[src/rtl/ibex_fetch_prefetch_unit.sv]
// ibex_fetch_prefetch_unit: word prefetcher with outstanding-request tracking, response FIFO and halfword realignment
module ibex_fetch_prefetch_unit #(
    parameter int unsigned FifoDepth      = 3,
    parameter int unsigned NumOutstanding = 2
) (
    input  logic        clk_i,
    input  logic        rst_ni,
    input  logic        req_i,
    input  logic        branch_i,
    input  logic [31:0] addr_i,
    input  logic        ready_i,
    output logic        valid_o,
    output logic [31:0] rdata_o,
    output logic [31:0] addr_o,
    output logic        err_o,
    output logic        err_plus2_o,
    output logic        instr_req_o,
    output logic [31:0] instr_addr_o,
    input  logic        instr_gnt_i,
    input  logic        instr_rvalid_i,
    input  logic [31:0] instr_rdata_i,
    input  logic        instr_err_i,
    input  logic        instr_pmp_err_i,
    output logic        busy_o
);
    localparam int unsigned CW = $clog2(FifoDepth + 1);
    localparam int unsigned OW = $clog2(NumOutstanding + 1);

    logic          started_q, started_d;
    logic          pmp_block_q, pmp_block_d;
    logic          pmp_pend_q, pmp_pend_d;
    logic          offset_q, offset_d;
    logic [31:0]   fetch_addr_q, fetch_addr_d;
    logic [31:0]   addr_q, addr_d;
    logic [OW-1:0] outstanding_q, outstanding_d;
    logic [OW-1:0] discard_q, discard_d;
    logic [CW-1:0] count_q, count_d, count_pop;
    logic [31:0]   data_q [FifoDepth];
    logic [31:0]   data_d [FifoDepth];
    logic          err_q [FifoDepth];
    logic          err_d [FifoDepth];
    logic          req, pmp_take, bus_gnt, drop, push, v1, e1, comp, valid, err, fire, is_c, pop;

    always_comb begin
        req = req_i & (started_q | branch_i) & (branch_i | ~pmp_block_q)
            & (32'(outstanding_q) + 32'(count_q) + 32'(pmp_pend_q) < FifoDepth)
            & (32'(outstanding_q) < NumOutstanding);
        pmp_take = req & instr_pmp_err_i & (outstanding_q == '0);
        bus_gnt = req & instr_gnt_i & ~instr_pmp_err_i;
        drop = instr_rvalid_i & (discard_q != '0);
        push = ~branch_i & ((instr_rvalid_i & ~drop) | pmp_pend_q);
        v1 = count_q > CW'(1);
        e1 = err_q[1] & v1;
        comp = offset_q ? (data_q[0][17:16] != 2'b11) : (data_q[0][1:0] != 2'b11);
        valid = ~branch_i & (count_q != '0) & (~offset_q | comp | err_q[0] | v1);
        err = offset_q ? (err_q[0] | (~comp & e1)) : err_q[0];
        fire = valid & ready_i;
        is_c = comp & ~err;
        pop = fire & (offset_q | ~is_c);
        started_d = started_q | branch_i;
        pmp_block_d = (pmp_block_q & ~branch_i) | pmp_take;
        pmp_pend_d = pmp_take;
        outstanding_d = outstanding_q + OW'(bus_gnt) - OW'(instr_rvalid_i);
        discard_d = branch_i ? outstanding_q - OW'(instr_rvalid_i) : discard_q - OW'(drop);
        fetch_addr_d = (branch_i ? {addr_i[31:2], 2'b00} : fetch_addr_q) + ((bus_gnt | pmp_take) ? 32'd4 : 32'd0);
        offset_d = branch_i ? addr_i[1] : fire ? (offset_q ? ~is_c : is_c) : offset_q;
        addr_d = branch_i ? addr_i : fire ? addr_q + (is_c ? 32'd2 : 32'd4) : addr_q;
        count_pop = count_q - CW'(pop);
        count_d = branch_i ? '0 : count_pop + CW'(push);
        data_d = data_q;
        err_d = err_q;
        for (int i = 0; i < FifoDepth - 1; i++) begin
            data_d[i] = pop ? data_q[i + 1] : data_q[i];
            err_d[i] = pop ? err_q[i + 1] : err_q[i];
        end
        for (int i = 0; i < FifoDepth; i++) begin
            if (push && count_pop == CW'(i)) begin
                data_d[i] = pmp_pend_q ? 32'h0 : instr_rdata_i;
                err_d[i] = pmp_pend_q | instr_err_i;
            end
        end
    end

    always_ff @(posedge clk_i or negedge rst_ni) begin
        if (!rst_ni) begin
            started_q <= 1'b0;
            pmp_block_q <= 1'b0;
            pmp_pend_q <= 1'b0;
            offset_q <= 1'b0;
            fetch_addr_q <= '0;
            addr_q <= '0;
            outstanding_q <= '0;
            discard_q <= '0;
            count_q <= '0;
            for (int i = 0; i < FifoDepth; i++) begin
                data_q[i] <= '0;
                err_q[i] <= 1'b0;
            end
        end else begin
            started_q <= started_d;
            pmp_block_q <= pmp_block_d;
            pmp_pend_q <= pmp_pend_d;
            offset_q <= offset_d;
            fetch_addr_q <= fetch_addr_d;
            addr_q <= addr_d;
            outstanding_q <= outstanding_d;
            discard_q <= discard_d;
            count_q <= count_d;
            data_q <= data_d;
            err_q <= err_d;
        end
    end

    assign instr_req_o = req;
    assign instr_addr_o = branch_i ? {addr_i[31:2], 2'b00} : fetch_addr_q;
    assign valid_o = valid;
    assign rdata_o = offset_q ? {data_q[1][15:0], data_q[0][31:16]} : data_q[0];
    assign addr_o = addr_q;
    assign err_o = err;
    assign err_plus2_o = offset_q & ~comp & e1 & ~err_q[0];
    assign busy_o = req | (outstanding_q != '0);
endmodule
[config.mk]
export PLATFORM = sky130hd
export DESIGN_NAME = ibex_fetch_prefetch_unit
export DESIGN_NICKNAME = d
export VERILOG_FILES = /design/src/rtl/ibex_fetch_prefetch_unit.sv
export SDC_FILE = /design/constraint.sdc
export NUM_CORES = 1
export LEC_CHECK = 0
export BUFFER_PORTS_ARGS = -buffer_cell sky130_fd_sc_hd__buf_2
export CAP_MARGIN = 20
export CORE_MARGIN = 4
export CORE_UTILIZATION = 55
export CTS_CLUSTER_SIZE = 14
export DETAILED_ROUTE_END_ITERATION = 12
export PLACE_DENSITY = 0.83
export SLEW_MARGIN = 20
export SYNTH_ARGS = -nofsm -noshare
export SYNTH_HDL_FRONTEND = slang
export SYNTH_SLANG_ARGS = --single-unit
[constraint.sdc]
create_clock -name clk_i -period 3.6 [get_ports clk_i]
set_input_delay 0.36 -clock clk_i [delete_from_list [all_inputs] [get_ports clk_i]]
set_output_delay 0.36 -clock clk_i [all_outputs]
set_load 0.005 [all_outputs]
==> metrics <==
post-place instance area 10,400 um^2; Seq cells post-synth 173; Antenna Cells 0; IO Pins 174; DIE AREA 19,000 um^2; total track usage 24.2%; Reg2Reg Depth 13; Top delay family on crit path simple AND/OR/NAND/NOR gates; RR Startpoint offset_q; endpoints failing setup 0; leading cell type in the layout, fill and taps excluded dfrtp_1; clk slew on worst S/H paths 0.07 ns; area leader, netlist dfrtp_1; clk_lat worst skew 0.43 ns; Startpoint Class flip-flop; Worst Path Required a little under 4 ns; Nets about 1,200; most frequent cells in the layout dfrtp_1 (173), buf_2 (171), nand2_1 (100), o21ai_0 (81), mux2_2 (73); vias in the first global route 7,272; antenna violations before repair 3; crit share post-route 91.3%; CP Capture Type flip-flop; total gr overflow 0; Detailed Routing Iterations Pass 1 7; Critical Path AT 3.63 ns; GR Util met3 under 10%; hold path depth 3; Unique masters post-synth 48; Slew @ Worst Pin 0.797 ns; most used routing layer met2; first-pass GRT wire length 36,200 um; Cell Count, Final, Fillers Out 1,319; RSZ-0062 raised after global routing no; Cells after Synth 931; vias post-DR ~7,400; Initial Utilization 56.0%; syn_nets ~1,000; # rows 47; Final Max Slew Viols 0; Yosys warning count 0; Final Cell Area 11,000 um^2; I/O Buffers 173; top cell type's share of synthesized area a little under half; Root Driver clkbuf_16; slowest stage delay, CP about 0.6 ns; met2 usage 40.5%; antenna viol nets, final 0; Hold Fails Final Rpt 0; Main synth FF type dfrtp_1; PwrDens 611 nW/um^2; DRC 0; final RePlAce weighted congestion 0.890; DPL Wire Length 16,000 um; Worst path depth 13; clock buffer depth 2; Syn Area/Cell 9.95 um^2; H-tree Lvls 4; wire length per cell approximately 17 um; status completed; Post-Route WL 22,900 um; CP Class reg2reg; setup bufs post-CTS 0; Filler cells 1,219; Setup TNS Final 0 ns; Slowest cell on crit path and3_4; Chip Width between 100 and 150 um; worst path bufs/invs 3; Hold Crit Class in2reg; Min-Delay Startpoint addr_i[1]; crit-path cells nand3_1 -> o21bai_1 -> a21o_1 -> inv_1 -> ha_1 -> or3_2 -> clkinv_1 -> ha_1 -> xor2_2 -> inv_1 -> and3_4 -> o21ai_0 -> o21ai_0; fin crit period about 3.3 ns; CORE AREA 16,500 um^2; routing usage on met1 30.7%; Setup Skew around 0.006 ns; Achievable Freq 304 MHz; Slew Limit Headroom between 40% and 50%; DIE HEIGHT 138 um; Post-synth ARST share 100%; Seq/Total Area, Yosys 46.7%; placed insts 1,287; Vias/cell roughly 5.6; Area contributors post-synth dfrtp_1 (47%), mux2_2 (8.9%), mux2i_1 (7.6%), o21ai_0 (4.4%), nand2_1 (4.1%); largest net degree at the start of global routing 94; Max VDD drop 445 uV; CTS sink count 173; CTS tree done; crit-path max FO 66; DRT iter0 DRCs 450; Worst Setup SP offset_q; CTS buffer count 17; Syn Std Cell Area 9260 um^2; max cap viols 0; static leakage 0.00528 uW; Area growth syn-to-layout 18.4%; EDFF count, synth 0; share of post-route cells with drive strength above 1 27.8%
timing repair:
item	4_1_cts	5_1_grt
hold buffers	1	0
endpoints found under the setup margin	0	61
hold endpoints to repair	31	0
gates resized for setup	0	4
per-stage QoR:
step | power [uW] | worst slack [ns] | hold slack, ns | utilization, %
2_1_floorplan | 4090 | 0.254 | 0.0644 | -
3_3_place_gp | 4800 | 0.286 | 0.439 | 62.7
3_5_place_dp | 4910 | 0.0571 | 0.438 | 62.7
4_1_cts | 6740 | 0.0326 | 0.153 | 66.2
5_1_grt | 7130 | 0.0362 | 0.168 | 66.4
6_report | 6700 | 0.312 | 0.161 | 66.4
registers in the layout, indices dropped and copies added (netlist names):
signal	cells
pmp_block_q	1
started_q	1
data_q	96
err_q	3
pmp_pend_q	1
offset_q	1
fetch_addr_q	32
count_q	2
addr_o	32
discard_q	2
outstanding_q	2
logic make-up after synthesis:
logic type	after synthesis	synth area share (%)
and+or+nand+nor	298	16.0
DFF	173	46.7
AOI/OAI and AO/OA	152	8.96
muxes	143	16.4
buffers and inverters	93	4.24
xor gates and xnor gates	57	5.39
adders and majority gates	15	2.27
power by group:
group,switching (uW),total [uW],internal (uW)
registers,398,2870,2470
logic,1010,2020,1000
clock network,835,1820,980
total,2250,6700,4460
synthesized netlist by cell type, types with 3 or more instances:
| cell type | n |
|---|---|
| nor2b_1 | 37 |
| nand3b_1 | 4 |
| xnor2_1 | 39 |
| mux2_2 | 73 |
| fa_1 | 3 |
| a31oi_1 | 10 |
| nor4_1 | 8 |
| buf_2 | 5 |
| dfrtp_1 | 173 |
| o22ai_1 | 6 |
| ha_1 | 12 |
| nand2_1 | 100 |
| nor4b_1 | 4 |
| nor2_1 | 56 |
| a21boi_0 | 5 |
| nand4_1 | 8 |
| mux2i_1 | 70 |
| xor2_1 | 18 |
| o21ai_0 | 81 |
| nand4b_1 | 5 |
| a21oi_1 | 37 |
| inv_1 | 38 |
| nor3b_1 | 4 |
| nand3_1 | 26 |
| nor3_1 | 21 |
| buf_4 | 8 |
| nand2b_1 | 5 |
| clkbuf_1 | 33 |
| buf_1 | 7 |
| and3_1 | 9 |
| o31ai_1 | 3 |
area by class of cell:
cell class	instances	area [um^2]	area share [%]
well taps	220	275	2.51
repair buffers	191	1050	9.57
flip-flops and latches	173	4330	39.5
inverters	39	146	1.33
clock buffers	17	425	3.88
clock inverters	14	153	1.39
multi-input cells	665	4590	41.8
worst paths after layout:
path                               endpoint  slack, ns
setup / recovery                   err_q[1]       0.31
hold / removal                     offset_q       0.16
setup reg to reg                   err_q[1]       0.31
hold reg to reg                   started_q       0.49
max in group asynchronous  fetch_addr_q[19]       2.23
min in group asynchronous        data_q[71]       0.51
tightest hold or removal path: cells and delay by family:
kind / cells / cell delay, ns
AND/OR/NAND/NOR: 1 / 0.06
buffers and inverters: 1 / 0.07
AO/OA/AOI/OAI: 1 / 0.06
routing by layer:
layer  up-vias  part of all wire (%)  wire [um]
met1      3618                    41       9390
met2       233                    49      11300
met4         6                   2.4        546
li1       3538                     -          -
met3        42                   7.0       1590
met5         -                  0.12         28
Note: power is estimated with default switching activity, not from simulation.
